File: config.mk
export PLATFORM = sky130hd
export DESIGN_NAME = matrix_mac_seq_flat
export DESIGN_NICKNAME = d
export VERILOG_FILES = /design/src/rtl/matrix_mac_seq_pkg.sv /design/src/rtl/matrix_mac_seq_if.sv /design/src/rtl/matrix_mac_seq_mac_unit.sv /design/src/rtl/matrix_mac_seq.sv /design/src/flat_wrapper.sv
export SDC_FILE = /design/constraint.sdc
export NUM_CORES = 2
export LEC_CHECK = 0
export CORE_MARGIN = 4
export CORE_UTILIZATION = 52
export DETAILED_ROUTE_END_ITERATION = 7
export GPL_TIMING_DRIVEN = 0
export MAX_ROUTING_LAYER = met4
export PLACE_DENSITY = 0.75
export REMOVE_ABC_BUFFERS = 1
export SYNTH_ARGS = -nofsm -noshare
export SYNTH_HDL_FRONTEND = slang
export SYNTH_SLANG_ARGS = --single-unit
export TNS_END_PERCENT = 10
File: constraint.sdc
create_clock -name clk -period 9.2 [get_ports clk]
set_input_delay 1.84 -clock clk [delete_from_list [all_inputs] [get_ports clk]]
set_output_delay 1.84 -clock clk [all_outputs]
set_load 0.02 [all_outputs]
File: src/rtl/matrix_mac_seq_pkg.sv
// Shared types and defaults for the sequential N x N matrix multiply-accumulate block.
package matrix_pkg;

    localparam int DEF_N = 3;
    localparam int DEF_W = 16;

    typedef enum logic [1:0] {
        ST_IDLE    = 2'd0,
        ST_COMPUTE = 2'd1,
        ST_DONE    = 2'd2
    } state_e;

    // Accumulator must hold a full dot product of N products of two W-bit values.
    function automatic int acc_width(input int n, input int w);
        return (2 * w) + $clog2(n);
    endfunction

endpackage

File: src/rtl/matrix_mac_seq_if.sv
// Operand/result bundle between a requester and the matrix multiplier.
interface matrix_mac_seq_if
    import matrix_pkg::*;
#(
    parameter int N = DEF_N,
    parameter int W = DEF_W
);

    logic                 start;
    logic [N*N*W-1:0]     a_flat;
    logic [N*N*W-1:0]     b_flat;
    logic [N*N*W-1:0]     c_flat;
    logic                 busy;
    logic                 done;
    logic                 ovf;

    modport master (
        output start, a_flat, b_flat,
        input  c_flat, busy, done, ovf
    );

    modport slave (
        input  start, a_flat, b_flat,
        output c_flat, busy, done, ovf
    );

endinterface

File: src/rtl/matrix_mac_seq_mac_unit.sv
// Single multiply-accumulate lane: sum_o is the accumulator plus the current product.
module mac_unit #(
    parameter int W  = 16,
    parameter int AW = 34
) (
    input  logic          clk,
    input  logic          rst,
    input  logic          en,
    input  logic          clr,
    input  logic [W-1:0]  a_in,
    input  logic [W-1:0]  b_in,
    output logic [AW-1:0] sum_o
);

    logic [AW-1:0] acc_q;
    logic [AW-1:0] acc_d;

    always_comb begin
        sum_o = acc_q + (AW'(a_in) * AW'(b_in));
    end

    // Clear wins over accumulate so a finished dot product never leaks into the next one.
    always_comb begin
        acc_d = acc_q;
        if (clr) begin
            acc_d = '0;
        end else if (en) begin
            acc_d = sum_o;
        end else begin
            acc_d = acc_q;
        end
    end

    always_ff @(posedge clk) begin
        if (rst) begin
            acc_q <= '0;
        end else begin
            acc_q <= acc_d;
        end
    end

endmodule

File: src/rtl/matrix_mac_seq.sv
// Sequential C = A x B for unsigned N x N matrices, one multiply-accumulate per cycle.
module matrix_mac_seq
    import matrix_pkg::*;
#(
    parameter int N = DEF_N,
    parameter int W = DEF_W
) (
    input  logic                  clk,
    input  logic                  rst,
    matrix_mac_seq_if.slave       bus
);

    localparam int             IW       = (N > 1) ? $clog2(N) : 1;
    localparam int             AW       = acc_width(N, W);
    localparam int             FW       = N * N * W;
    localparam logic [IW-1:0]  LAST_IDX = IW'(N - 1);

    state_e          state_q, state_d;
    logic [FW-1:0]   a_q, a_d, b_q, b_d;
    logic [FW-1:0]   res_q, res_d, c_q, c_d;
    logic [IW-1:0]   i_q, i_d, j_q, j_d, k_q, k_d;
    logic            pend_q, pend_d, ovf_q, ovf_d;

    logic            busy_s, done_s;
    logic            accept_s, compute_s, k_last_s, last_s, elem_ovf_s, mac_clr_s;
    logic [W-1:0]    a_el_s, b_el_s;
    logic [AW-1:0]   sum_s;

    always_ff @(posedge clk) begin
        if (rst) begin
            state_q <= ST_IDLE;
        end else begin
            state_q <= state_d;
        end
    end

    always_comb begin
        state_d = state_q;
        case (state_q)
            ST_IDLE:    state_d = bus.start ? ST_COMPUTE : ST_IDLE;
            ST_COMPUTE: state_d = last_s ? ST_DONE : ST_COMPUTE;
            ST_DONE:    state_d = bus.start ? ST_COMPUTE : ST_IDLE;
            default:    state_d = ST_IDLE;
        endcase
    end

    always_comb begin
        busy_s = 1'b0;
        done_s = 1'b0;
        case (state_q)
            ST_COMPUTE: begin
                busy_s = 1'b1;
                done_s = 1'b0;
            end
            ST_DONE: begin
                busy_s = 1'b0;
                done_s = 1'b1;
            end
            default: begin
                busy_s = 1'b0;
                done_s = 1'b0;
            end
        endcase
    end

    always_comb begin
        compute_s  = (state_q == ST_COMPUTE);
        accept_s   = bus.start && ((state_q == ST_IDLE) || (state_q == ST_DONE));
        k_last_s   = (k_q == LAST_IDX);
        last_s     = compute_s && k_last_s && (j_q == LAST_IDX) && (i_q == LAST_IDX);
        mac_clr_s  = accept_s || (compute_s && k_last_s);
        a_el_s     = a_q[((int'(i_q) * N) + int'(k_q)) * W +: W];
        b_el_s     = b_q[((int'(k_q) * N) + int'(j_q)) * W +: W];
        elem_ovf_s = |sum_s[AW-1:W];
    end

    mac_unit #(
        .W  (W),
        .AW (AW)
    ) u_mac (
        .clk   (clk),
        .rst   (rst),
        .en    (compute_s),
        .clr   (mac_clr_s),
        .a_in  (a_el_s),
        .b_in  (b_el_s),
        .sum_o (sum_s)
    );

    // The final element is merged into res_d first so c_flat sees the complete matrix on the DONE edge.
    always_comb begin
        a_d    = a_q;
        b_d    = b_q;
        res_d  = res_q;
        c_d    = c_q;
        ovf_d  = ovf_q;
        pend_d = pend_q;
        i_d    = i_q;
        j_d    = j_q;
        k_d    = k_q;
        if (accept_s) begin
            a_d    = bus.a_flat;
            b_d    = bus.b_flat;
            pend_d = 1'b0;
            i_d    = '0;
            j_d    = '0;
            k_d    = '0;
        end else if (compute_s && k_last_s) begin
            res_d[((int'(i_q) * N) + int'(j_q)) * W +: W] = sum_s[W-1:0];
            pend_d = pend_q | elem_ovf_s;
            k_d    = '0;
            if (j_q == LAST_IDX) begin
                j_d = '0;
                i_d = (i_q == LAST_IDX) ? '0 : (i_q + IW'(1));
            end else begin
                j_d = j_q + IW'(1);
            end
            if (last_s) begin
                c_d   = res_d;
                ovf_d = pend_d;
            end else begin
                c_d   = c_q;
                ovf_d = ovf_q;
            end
        end else if (compute_s) begin
            k_d = k_q + IW'(1);
        end else begin
            k_d = k_q;
        end
    end

    always_ff @(posedge clk) begin
        if (rst) begin
            a_q    <= '0;
            b_q    <= '0;
            res_q  <= '0;
            c_q    <= '0;
            ovf_q  <= 1'b0;
            pend_q <= 1'b0;
            i_q    <= '0;
            j_q    <= '0;
            k_q    <= '0;
        end else begin
            a_q    <= a_d;
            b_q    <= b_d;
            res_q  <= res_d;
            c_q    <= c_d;
            ovf_q  <= ovf_d;
            pend_q <= pend_d;
            i_q    <= i_d;
            j_q    <= j_d;
            k_q    <= k_d;
        end
    end

    assign bus.c_flat = c_q;
    assign bus.ovf    = ovf_q;
    assign bus.busy   = busy_s;
    assign bus.done   = done_s;

endmodule

File: src/flat_wrapper.sv
// flat-port wrapper written by rule: the top's interface ports become plain ports
module matrix_mac_seq_flat import matrix_pkg::*;
#(
    parameter int N = DEF_N,
    parameter int W = DEF_W
)
  (clk, rst, bus_start, bus_a_flat, bus_b_flat, bus_c_flat, bus_busy, bus_done, bus_ovf);
  matrix_mac_seq_if #(.N(N), .W(W)) bus_i ();
  input  logic clk;
  input  logic rst;
  input wire logic [$bits(bus_i.start)-1:0] bus_start;
  input wire logic [$bits(bus_i.a_flat)-1:0] bus_a_flat;
  input wire logic [$bits(bus_i.b_flat)-1:0] bus_b_flat;
  output wire logic [$bits(bus_i.c_flat)-1:0] bus_c_flat;
  output wire logic [$bits(bus_i.busy)-1:0] bus_busy;
  output wire logic [$bits(bus_i.done)-1:0] bus_done;
  output wire logic [$bits(bus_i.ovf)-1:0] bus_ovf;
  assign bus_i.start = bus_start;
  assign bus_i.a_flat = bus_a_flat;
  assign bus_i.b_flat = bus_b_flat;
  assign bus_c_flat = bus_i.c_flat;
  assign bus_busy = bus_i.busy;
  assign bus_done = bus_i.done;
  assign bus_ovf = bus_i.ovf;
  matrix_mac_seq #(.N(N), .W(W)) u_core (.clk(clk), .rst(rst), .bus(bus_i));
endmodule
==> metrics.md <==
| Metric | Value |
|---|---|
| Status | completed |
| Net switching power | about 0.0020 W |
| Yosys warnings | 0 |
| # IOs | 438 |
| Total CTS buffers | 67 |
| Fin. max-slew vios | 0 |
| Sequential share of the synthesized area | 0.348 |
| CP arrival | 9.40 ns |
| Total gr overflow | 0 |
| Critical path origin | u_core.k_q[0] |
| Max Cap Viol | 0 |
| Tightest Pin Transition | 1.22 ns |
| Drt first pass iters | 6 |
| PwrDens | 158 nW/um2 |
| GP Congestion | around 0.97 |
| Setup WS post-layout | 0.287 ns |
| Comb power frac | 0.200 |
| WL final | 107000 um |
| Synth Cell Area | 35700 um2 |
| Avg Inst Size Synth | 8.26 um2 |
| Clk Latency, worst-skew pair | 0.63 ns |
| CTS Sinks | 620 |
| Number of flops mapped to enable cells by yosys | 0 |
| Maximum VDD drop | 0.132 mV |
| Async S/R FF share, synth | 0 |
| Critical path endpoint category | register |
| 1st-iter DRT viols | 2559 |
| Main synth FF type | dfxtp_1 |
| Floorplan row count | 95 |
| Clock power frac | 0.396 |
| Int Power | 0.00495 W |
| Commonest cells after routing, fill and taps aside | nand2_1 (1138), dfxtp_1 (618), a21oi_1 (516) |
| Worst slew margin | 0.180 |
| Remaining design rule violation count | 0 |
| Leak | 17.2 nW |
| #FFs+latches synth | 620 |
| Placed Area | 40700 um2 |
| DIE HEIGHT | between 200 and 300 um |
| Met2 Use GR | 0.468 |
| PortBufs | ~440 |
| Min-delay src | u_core.a_q[143] |
| FMAX | roughly 0.11 GHz |
| # H-tree levels | 3 |
| HP Class | register to register |
| Fin crit share | 0.969 |
| Period minus WS final | 8.91 ns |
| Final Hold Vio Count | 0 |
| Clock transition at path regs | 0.06 ns |
| Max Fanout on Critical Path | 20 |
| CTS tree | yes |
| Clock skew | around 0.042 ns |
| Vias after detailed routing | 30875 |
| HPWL after DPL | approximately 76000 um |
| Post-route setup TNS | 0 ns |
| Worst r2r src | u_core.k_q[0] |
| Nets | about 5200 |
| Initial Util | 0.528 |
| First-pass GRT wire length | 166000 um |
| Slowest CP cell | fa_2 |
| Worst Path Required | ~9.7 ns |
| Remaining antenna violation count after routing | 0 |
| Netlist cell types | 69 |
| Root buffer cell | clkbuf_16 |
| Routed len/inst | between 15 and 20 um |
| Core area | 67500 um2 |
| Global routing's busiest layer | met2 |
| CP Launch Type | register |
| Initial antenna violation count | 19 |
| Slowest cell delay on critical path | between 0.5 and 0.6 ns |
| Post-Synthesis Cells | approximately 4300 |
| CP most frequent cell | fa_1 |
| Die width | 270 um |
| Die area | 72800 um2 |
| Layout area overhead | 23.8% |
| Net Sw Frac | 0.291 |
| Post-route design area | 44200 um2 |
| GR met3 Demand/Resource | 0.0698 |
| Total GRT Usage | 0.291 |
| Final Setup Violations | 0 |
| Vias in the first global route | 30183 |
| Post-CTS Hold Buffers | 0 |
| Part of the power in registers | 0.404 |
| Pre-CTS setup slack | -1.05 ns |
| Share of cells above drive strength 1 | 0.0865 |
| Critical path type | register to register |
| Commonest non-fill, non-tap cell in the layout | nand2_1 |
| Met1 Resource Use GR | 0.360 |
| CTS Buffer Depth | 3 |
| Pin count of the biggest net entering global routing | 144 |
| Vias per cell | 5.57 |
-- stage by stage --
stage / hold slack [ns] / total power (W) / util / cells
floorplan: 0.426 / 0.00359 / - / 3993
global placement: 0.439 / 0.00413 / 0.589 / 5303
detailed placement: 0.442 / 0.00410 / 0.603 / 5343
CTS: 0.451 / 0.00689 / 0.644 / 5476
global route: 0.466 / 0.00725 / 0.654 / 5538
finish: 0.450 / 0.00698 / 0.654 / 5539
-- flip-flops by register name, indices dropped and copies added, names as in the netlist --
register / flops
u_core.a_q: 144
u_core.j_q: 2
u_core.u_mac.acc_q: 34
u_core.bus.ovf: 1
u_core.bus.c_flat: 144
u_core.state_q: 2
u_core.k_q: 2
u_core.i_q: 2
u_core.pend_q: 1
u_core.res_q: 144
u_core.b_q: 144
-- final timing paths --
| path | to | slack, ns | cells past startpoint |
|---|---|---|---|
| min | u_core.a_q[143] | 0.45 | 2 |
| min reg2reg | u_core.a_q[143] | 0.45 | 2 |
| max reg2reg | u_core.bus.ovf | 0.29 | 30 |
| max | u_core.bus.ovf | 0.29 | 30 |
-- critical path: cells and delay by family, from the launching register on --
family                   cells  cell delay, ns
adder cells (fa/ha/maj)      9            4.27
AND/OR/NAND/NOR              5            1.37
AO/OA/AOI/OAI                7            1.57
XOR/XNOR                     1            0.17
buffers and inverters        8            1.00
flip-flops                   1            0.39
-- kinds of logic after synthesis --
kind of cell,synth area share
xor gates and xnor gates,0.0105
adders and majority gates,0.171
AOI/OAI and AO/OA,0.132
DFF,0.348
buffers and inverters,0.0766
muxes,0.0789
and+or+nand+nor,0.183
-- routing by layer --
| metal | wire (um) | up-vias |
|---|---|---|
| met5 | 0 | - |
| met4 | 4070 | 0 |
| met3 | 8790 | 242 |
| met2 | 51000 | 1174 |
| met1 | 43000 | 14792 |
| li1 | - | 14667 |
-- power groups by stage --
stage / Combinational [W] / Clock, W / Sequential [W]
after floorplan: 0.000733 / 0 / 0.00286
after global placement: 0.00126 / 0 / 0.00287
after detailed placement: 0.00123 / 0 / 0.00287
after CTS: 0.00128 / 0.00279 / 0.00281
after global routing: 0.00151 / 0.00291 / 0.00282
final: 0.00140 / 0.00276 / 0.00282
-- Yosys cell counts (all sizes together) (2+ instances only) --
library cell	count	area, um2
a2111o	2	23.8
or3	18	113
or2	15	93.8
a31oi	24	165
nand3b	6	45.0
xor2	14	123
nor3	47	235
nor4	5	31.3
clkbuf	251	942
nor4b	2	23.8
mux2i	137	1370
nand2b	8	50.1
dfxtp	620	12400
nor2b	11	68.8
nand3	8	40.0
a211oi	157	1180
nand2	1139	4280
a21o	12	90.1
nand4	6	37.5
xnor2	26	228
and3	24	150
mux4	64	1440
and2	25	159
or4	2	18.8
nor3b	5	37.5
ha	122	1530
inv	363	1360
o211ai	7	52.6
a211o	3	26.3
nor2	284	1100
o21bai	5	37.5
a21oi	531	2670
o22ai	2	12.5
buf	73	427
a311oi	3	38.8
o21ai	41	205
fa	229	4580
o21a	12	90.1
-- layout make-up --
class / count / area, um2
Timing Repair Buffer: 534 / 5710
Antenna cell: 20 / 50.0
Clock buffer: 97 / 2020
Fill cell: 5535 / 23400
Multi-Input combinational cell: 3010 / 21200
Tap cell: 873 / 1090
Inverter: 363 / 1370
Clock inverter: 22 / 254
Sequential cell: 620 / 12400
-- what timing repair did --
| action | CTS | global route |
|---|---|---|
| pin swaps | 6 | 16 |
| setup endpoints to repair | 97 | 38 |
| gates cloned | 0 | 1 |
| resized for setup | 67 | 45 |
| buffers inserted | 14 | 42 |
Power figures use the tool's default switching activity.
